**config.mk**
```make
export PLATFORM = sky130hd
export DESIGN_NAME = alu_issue_rf
export DESIGN_NICKNAME = d
export VERILOG_FILES = /design/src/rtl/alu_issue_rf.sv
export SDC_FILE = /design/constraint.sdc
export NUM_CORES = 2
export LEC_CHECK = 0
export BUFFER_PORTS_ARGS = -buffer_cell sky130_fd_sc_hd__buf_4
export CAP_MARGIN = 20
export CORE_ASPECT_RATIO = 0.6
export CORE_MARGIN = 3
export CORE_UTILIZATION = 65
export CTS_CLUSTER_DIAMETER = 30
export CTS_CLUSTER_SIZE = 24
export DETAILED_ROUTE_END_ITERATION = 16
export PLACE_DENSITY = 0.85
export SLEW_MARGIN = 30
export SYNTH_ARGS = -nofsm -noshare
export SYNTH_HDL_FRONTEND = slang
export SYNTH_SLANG_ARGS = --single-unit
```
**constraint.sdc**
```tcl
create_clock -name clk -period 102.4 [get_ports clk]
set_input_delay 10.24 -clock clk [delete_from_list [all_inputs] [get_ports clk]]
set_output_delay 10.24 -clock clk [all_outputs]
set_load 0.1 [all_outputs]
```
**src/rtl/alu_issue_rf.sv**
```systemverilog
// Issue/write-back stage around a registered 32-bit ALU, with a 32x32 register file and result forwarding.
// Latency: operands in alu_* one edge after accept, result written to the RF and flags two edges after accept.
// Backpressure: in_ready drops for one cycle when the next instruction reads the register the E-stage instruction produces.
module alu_issue_rf (
    input  logic        clk,
    input  logic        rst,
    input  logic        in_valid,
    output logic        in_ready,
    input  logic [31:0] in_instr,
    output logic [31:0] alu_data1,
    output logic [31:0] alu_data2,
    output logic [2:0]  alu_ctrl,
    input  logic [31:0] alu_out,
    input  logic        alu_carry,
    input  logic        alu_zero,
    output logic        carry_flag,
    output logic        zero_flag,
    output logic        busy,
    input  logic [4:0]  dbg_addr,
    output logic [31:0] dbg_data
);

    typedef struct packed {
        logic [2:0]  op;
        logic [4:0]  rd;
        logic [4:0]  rs1;
        logic [4:0]  rs2;
        logic        imm_sel;
        logic [12:0] imm;
    } instr_t;

    typedef struct packed {
        logic       vld;
        logic [4:0] rd;
        logic       we;
        logic [2:0] op;
    } tag_t;

    localparam logic [2:0] OP_SUB = 3'b001;
    localparam logic [2:0] OP_OR  = 3'b100;
    localparam logic [2:0] OP_NOP = 3'b111;
    localparam tag_t       BUBBLE = '{vld: 1'b0, rd: 5'd0, we: 1'b0, op: OP_NOP};

    logic [31:0] rf [32];
    tag_t        e_tag;
    tag_t        w_tag;

    instr_t      ins;
    logic        ins_we;
    logic        hazard;
    logic        accept;
    logic        fwd_ok;
    logic [31:0] src_a;
    logic [31:0] src_b;
    logic [31:0] op_b;

    assign ins    = instr_t'(in_instr);
    assign ins_we = (ins.op <= OP_OR) && (ins.rd != 5'd0);

    // e_tag.we already excludes r0, so r0 readers can never match here.
    assign hazard = e_tag.vld && e_tag.we &&
                    ((ins.rs1 == e_tag.rd) || (!ins.imm_sel && (ins.rs2 == e_tag.rd)));

    assign in_ready = !hazard;
    assign accept   = in_valid && in_ready;
    assign fwd_ok   = w_tag.vld && w_tag.we;

    // Forwarding from alu_out also covers the edge where the same register is being written back.
    always_comb begin
        src_a = rf[ins.rs1];
        if (ins.rs1 == 5'd0) begin
            src_a = '0;
        end else if (fwd_ok && (ins.rs1 == w_tag.rd)) begin
            src_a = alu_out;
        end
    end

    always_comb begin
        src_b = rf[ins.rs2];
        if (ins.rs2 == 5'd0) begin
            src_b = '0;
        end else if (fwd_ok && (ins.rs2 == w_tag.rd)) begin
            src_b = alu_out;
        end
    end

    assign op_b = ins.imm_sel ? {{19{ins.imm[12]}}, ins.imm} : src_b;

    always_ff @(posedge clk or posedge rst) begin
        if (rst) begin
            e_tag      <= BUBBLE;
            w_tag      <= BUBBLE;
            alu_data1  <= '0;
            alu_data2  <= '0;
            alu_ctrl   <= OP_NOP;
            carry_flag <= 1'b0;
            zero_flag  <= 1'b0;
        end else begin
            w_tag <= e_tag;
            if (accept) begin
                alu_data1 <= src_a;
                alu_data2 <= op_b;
                alu_ctrl  <= ins.op;
                e_tag     <= '{vld: 1'b1, rd: ins.rd, we: ins_we, op: ins.op};
            end else begin
                // Stall or idle: operands hold, the ALU sees a NOP.
                alu_ctrl <= OP_NOP;
                e_tag    <= BUBBLE;
            end
            if (w_tag.vld && (w_tag.op <= OP_SUB)) begin
                carry_flag <= alu_carry;
                zero_flag  <= alu_zero;
            end
        end
    end

    always_ff @(posedge clk or posedge rst) begin
        if (rst) begin
            for (int i = 0; i < 32; i++) begin
                rf[i] <= '0;
            end
        end else if (w_tag.vld && w_tag.we) begin
            rf[w_tag.rd] <= alu_out;
        end
    end

    assign dbg_data = (dbg_addr == 5'd0) ? '0 : rf[dbg_addr];
    assign busy     = e_tag.vld | w_tag.vld;

endmodule

```
[Word-level counts from Yosys, hierarchy flattened]
Cells that the tools add are included.
Storage, ports and cells
  register bits: 1113
  bits of input ports: 74
  output and inout bits: 103
Operators by class
  magnitude comparators: 7
  equal/unequal tests: 4
  mux-type cells: 20
  bitwise operators: 5
  reduce and logical (&&, ||, !) cells: 17
Operators by type and width (count)
  1024-bit bitwise mux: 1
  32-bit binary-select mux with 5-bit select: 3
  32-bit 2-to-1 mux: 13
  32-bit demux with 5-bit select: 1
  6-bit >= comparator (second input constant): 4
  5-bit inverter with 6-bit output: 4
  5-bit equality test: 4
  5-bit zero test: 3
  1-bit logical AND: 10
  10-bit 2-to-1 mux: 1
  6-bit by 1-bit less-than comparator with 1-bit output (second input constant): 1
  5-bit nonzero test: 1
  3-bit by 1-bit <= comparator with 1-bit output (second input constant): 1
  3-bit <= comparator (second input constant): 1
  3-bit 2-to-1 mux: 1
  1-bit zero test: 2
  1-bit logical OR: 1
  1-bit OR: 1

[Longest topological paths before layout]
  depth in word-level cells: 7
  gate-level depth with buffers: 11

[Least setup slack after synthesis]
OpenSTA, ideal clock, no wires.
  path type: input port to output port
  from: in dbg_addr[1]
  to: out dbg_data[19]
  arrival: 12.905 ns
  data required time: 92.160 ns
  slack: 79.255 ns
  stages: 7
  path buffers: 3
  cell sequence: clkbuf_1 clkbuf_1 clkbuf_1 mux4_2 mux4_2 mux2i_1 nor2_1
On the way
  cells in the longest elaborated chain, start to end: 5
  elaborated cells on any way between the ends: 6
  classes of those cells: mux: 4; bitwise: 1; reduce/logical: 1
RTL lines
  start: declaration: RTL line 19  | input logic [4:0] dbg_addr,
  5-bit inverter with 6-bit output (implied by the code): RTL line 127  | assign dbg_data = (dbg_addr == 5'd0) ? '0 : rf[dbg_addr];
  32-bit binary-select mux with 5-bit select: RTL line 127
  32-bit 2-to-1 mux (implied by the code) (2 in series): RTL line 127
  32-bit 2-to-1 mux *: RTL line 127
  end: declaration: RTL line 20  | output logic [31:0] dbg_data
Mark *: on every way between the ends. The rest lies on a longest branch, timed or not. The select of a mux whose other input is x is not followed.

[Final worst setup path]
  from: in dbg_addr[0]
  to: out dbg_data[13]
Same word-level chain as after synthesis.

==> impl_metrics.toml <==
[sta]
drv_slew = 0
finalHoldViolCount = 0
setup_total_negative_slack_ns = 0
maxClockFrequency_ghz = 0.0415
layout_min_cycle_time_ns = 24.07
worst_slew_margin_rel_pct = 26.4
timing_worst_slew_pin_value_ns = 1.10
finalSetupViolations = 0
post-route-period-util_pct = 23.5
fin_skew_ns = 0.0305
rsz_0062_raised_after_global_routing = "false"

[routing]
total_via_count_after_detailed_routing = 51535
drt-total-wl_um = 237000
detail-route-antenna-nets = 0
detail_route.drc_violations = 0
vias_per_cell = 8.19
detail_route.wl_per_cell_um = 37.7
drt-initial-drc-count = 10064
drt_first_pass_iters = 15

[global_route]
grt_remaining_overflow = 0
grt_pass1_vias = 51579
grt_max_degree = 180
antenna_violations_before_repair = 9
grtUsageTotal_pct = 45.6
grt_first_pass_wirelength_um = 348000

[critical_path]
criticalPathCategory = "in -> out"
worst-path-max-fanout = 50
worst-endpoint-arrival_ns = 13.83
critical_path.endpoint_type = "output port"
worstPathRequired_ns = 92.16
worstSetupStartpointType = "input port"
crit_path_start = "dbg_addr[0]"
r2r_start = "w_tag[8]"

[power_and_ir_drop]
internal_power_mw = 0.909
switching_share_of_power_pct = 33.2
switching_power_mw = 0.452
power_frac_clock_pct = 38.6
pwr-share-comb_pct = 20.9
share_seq_of_total_power_pct = 40.5
vdd_drop_max_uv = 17.2
fin_total_pwr_mw = 1.36
leakage_nw = 31.7
cellPowerDensity_nw_per_um2 = 18.8

[layout]
final_cells = 6294
synthesis_to_finish_area_growth_pct = 10.8
post_route_cells_drive_above_1_share_pct = 36.2
final_cell_mix = "dfrtp_1, mux4_2, nand2_1, o21ai_0, mux2_2"
most_common_cell_after_layout_fill_and_taps_aside = "dfrtp_1"
final_net_count = 4919

[hold_path]
worst_hold_path_type = "reg -> reg"
hold_start = "e_tag[1]"

[yosys]
asyncSetResetFlopFracSynth_pct = 100
netlist-cell-type-count = 52
synth_compound_area_share_pct = 7.14
synth_seq_area_share_pct = 42.5
ys_ff_latch = 1109
synth_xor_xnor_area_share_pct = 0.268
post_synth_fa_ha_maj_area_fraction_pct = 0
yosys_warnings = 0
synth_top_family_by_area = "multiplexers"
average_cell_area_after_synthesis_um2 = 13.2
post_synth_mux_area_share_pct = 40.9
synthesis.area_um2 = 65300
dominantRegCellSynth = "dfrtp_1"
syn_nets = 5008
synth_simple_gate_area_share_pct = 5.18
synth_cells = 4934
number_of_synthesized_flops_with_an_enable_pin = 0

[die]
start_util_pct = 66.0
core_area_um2 = 98900
std_cell_rows = 89
design.portCount = 177
dieWidth_um = 415
die_area_um2 = 104000
fp.dieH_um = 251

[clock_tree]
cts.repair_timing.setup_buffer_count = 0
worst_skew_pair.late_latency_ns = 0.80
numClockSinks = 1109
cts_tree = "built"
cts_root_buf = "clkbuf_16"
postCtsHoldBufs = 0
post_cts.resized_instances = 0
numCtsBuffers = 145
cts_max_level = 4
cts_max_path_buffers = 3
clk_pin_slew_ns = 0.06

[placement]
portBuffers = 176
dp_hpwl_um = 131000
post-place-cells = 6013
routabilityCongestion = 0.918

[run]
maxCapViolCount = 0

[outcome]
status = "finished, final reports clean"
[final cells by class]
cell class | instances | area (um^2)
sequential | 1109 | 27800
clock inverter | 108 | 1160
clock buffer | 163 | 3800
inverter | 37 | 146
antenna | 6 | 15.0
tap | 1319 | 1650
fill | 5865 | 26600
timing repair buffer | 269 | 2360
multi-input combinational | 3283 | 35400
[worst max-delay path, cell delays in order]
cell	delay (ns)
buf_8	0.38
buf_4	0.69
buf_6	0.61
mux4_2	0.59
mux4_2	0.50
mux2i_1	0.33
nor2_1	0.08
buf_4	0.26
[kinds of logic after synthesis]
logic type,count (synthesis)
multiplexers,1615
AND/OR/NAND/NOR,842
XOR/XNOR,20
AO/OA/AOI/OAI,806
buffers and inverters,542
flip-flops,1109
[registers in the layout, summed over array words and instances (netlist names)]
name        flops
rf           1024
alu_data1      32
alu_data2      32
e_tag           9
w_tag           9
alu_ctrl        1
carry_flag      1
zero_flag       1
[metrics by stage]
| step | setup WS (ns) | instance area, um^2 | hold slack, ns | util, % |
|---|---|---|---|---|
| floorplan | 60.94 | 65300 | 0.346 | - |
| finish | 78.33 | 72300 | 0.366 | 73.1 |
| global route | 78.10 | 72300 | 0.373 | 73.1 |
| CTS | 77.60 | 72100 | 0.367 | 72.9 |
| global placement | 77.76 | 66800 | 0.357 | 67.6 |
| detailed placement | 77.61 | 67100 | 0.358 | 67.9 |
[cell usage after synthesis (3+ instances only)]
library cell	number	area, um^2
a21oi_1	57	285
a221o_1	19	190
a221oi_1	11	96.3
a221oi_2	4	60.1
a22oi_1	36	270
a31oi_1	9	56.3
and2_1	15	93.8
buf_1	22	82.6
buf_2	101	505
buf_4	54	405
buf_6	23	259
buf_8	3	45.0
clkbuf_1	301	1130
dfrtp_1	1104	27600
dfstp_2	5	131
inv_1	36	135
mux2_1	120	1350
mux2_2	404	4550
mux2i_1	300	3000
mux4_2	791	17800
nand2_1	650	2440
nand2b_1	5	31.3
nand3_1	17	85.1
nand3b_1	5	37.5
nand4_1	10	62.6
nor2_1	97	364
nor2b_1	4	25.0
nor3_1	18	90.1
nor3b_1	5	37.5
o2111ai_1	4	35.0
o211ai_1	6	45.0
o21ai_0	520	2600
o21ai_1	18	90.1
o221ai_1	62	543
o22ai_1	56	350
or4_1	3	22.5
xnor2_1	11	96.3
xor2_1	9	78.8
[path summary, 6_finish.rpt]
check	endpoint	slack (ns)	cells past startpoint
worst max-delay path	dbg_data[13]	78.33	8
min in group asynchronous	rf[73]	9.55	2
worst min-delay path	w_tag[1]	0.37	0
max in group asynchronous	rf[402]	89.88	6
worst max register to register	rf[366]	98.91	4
worst min register to register	w_tag[1]	0.37	0
[power groups by stage]
stage | logic [mW] | registers [mW] | clock network (mW)
global route | 0.299 | 0.554 | 0.544
CTS | 0.278 | 0.545 | 0.523
finish | 0.285 | 0.551 | 0.525
detailed placement | 0.275 | 0.550 | 0
floorplan | 0.191 | 0.556 | 0
global placement | 0.264 | 0.547 | 0
[metal layers]
layer,up-vias,track usage [%],share of wire [%]
met2,5840,59.3,40
met5,-,1.38,0.058
met1,25368,58.1,32
met4,14,31.0,8.2
met3,1472,25.5,19
li1,18841,-,-
No activity file was read; power rests on OpenSTA's default activity.
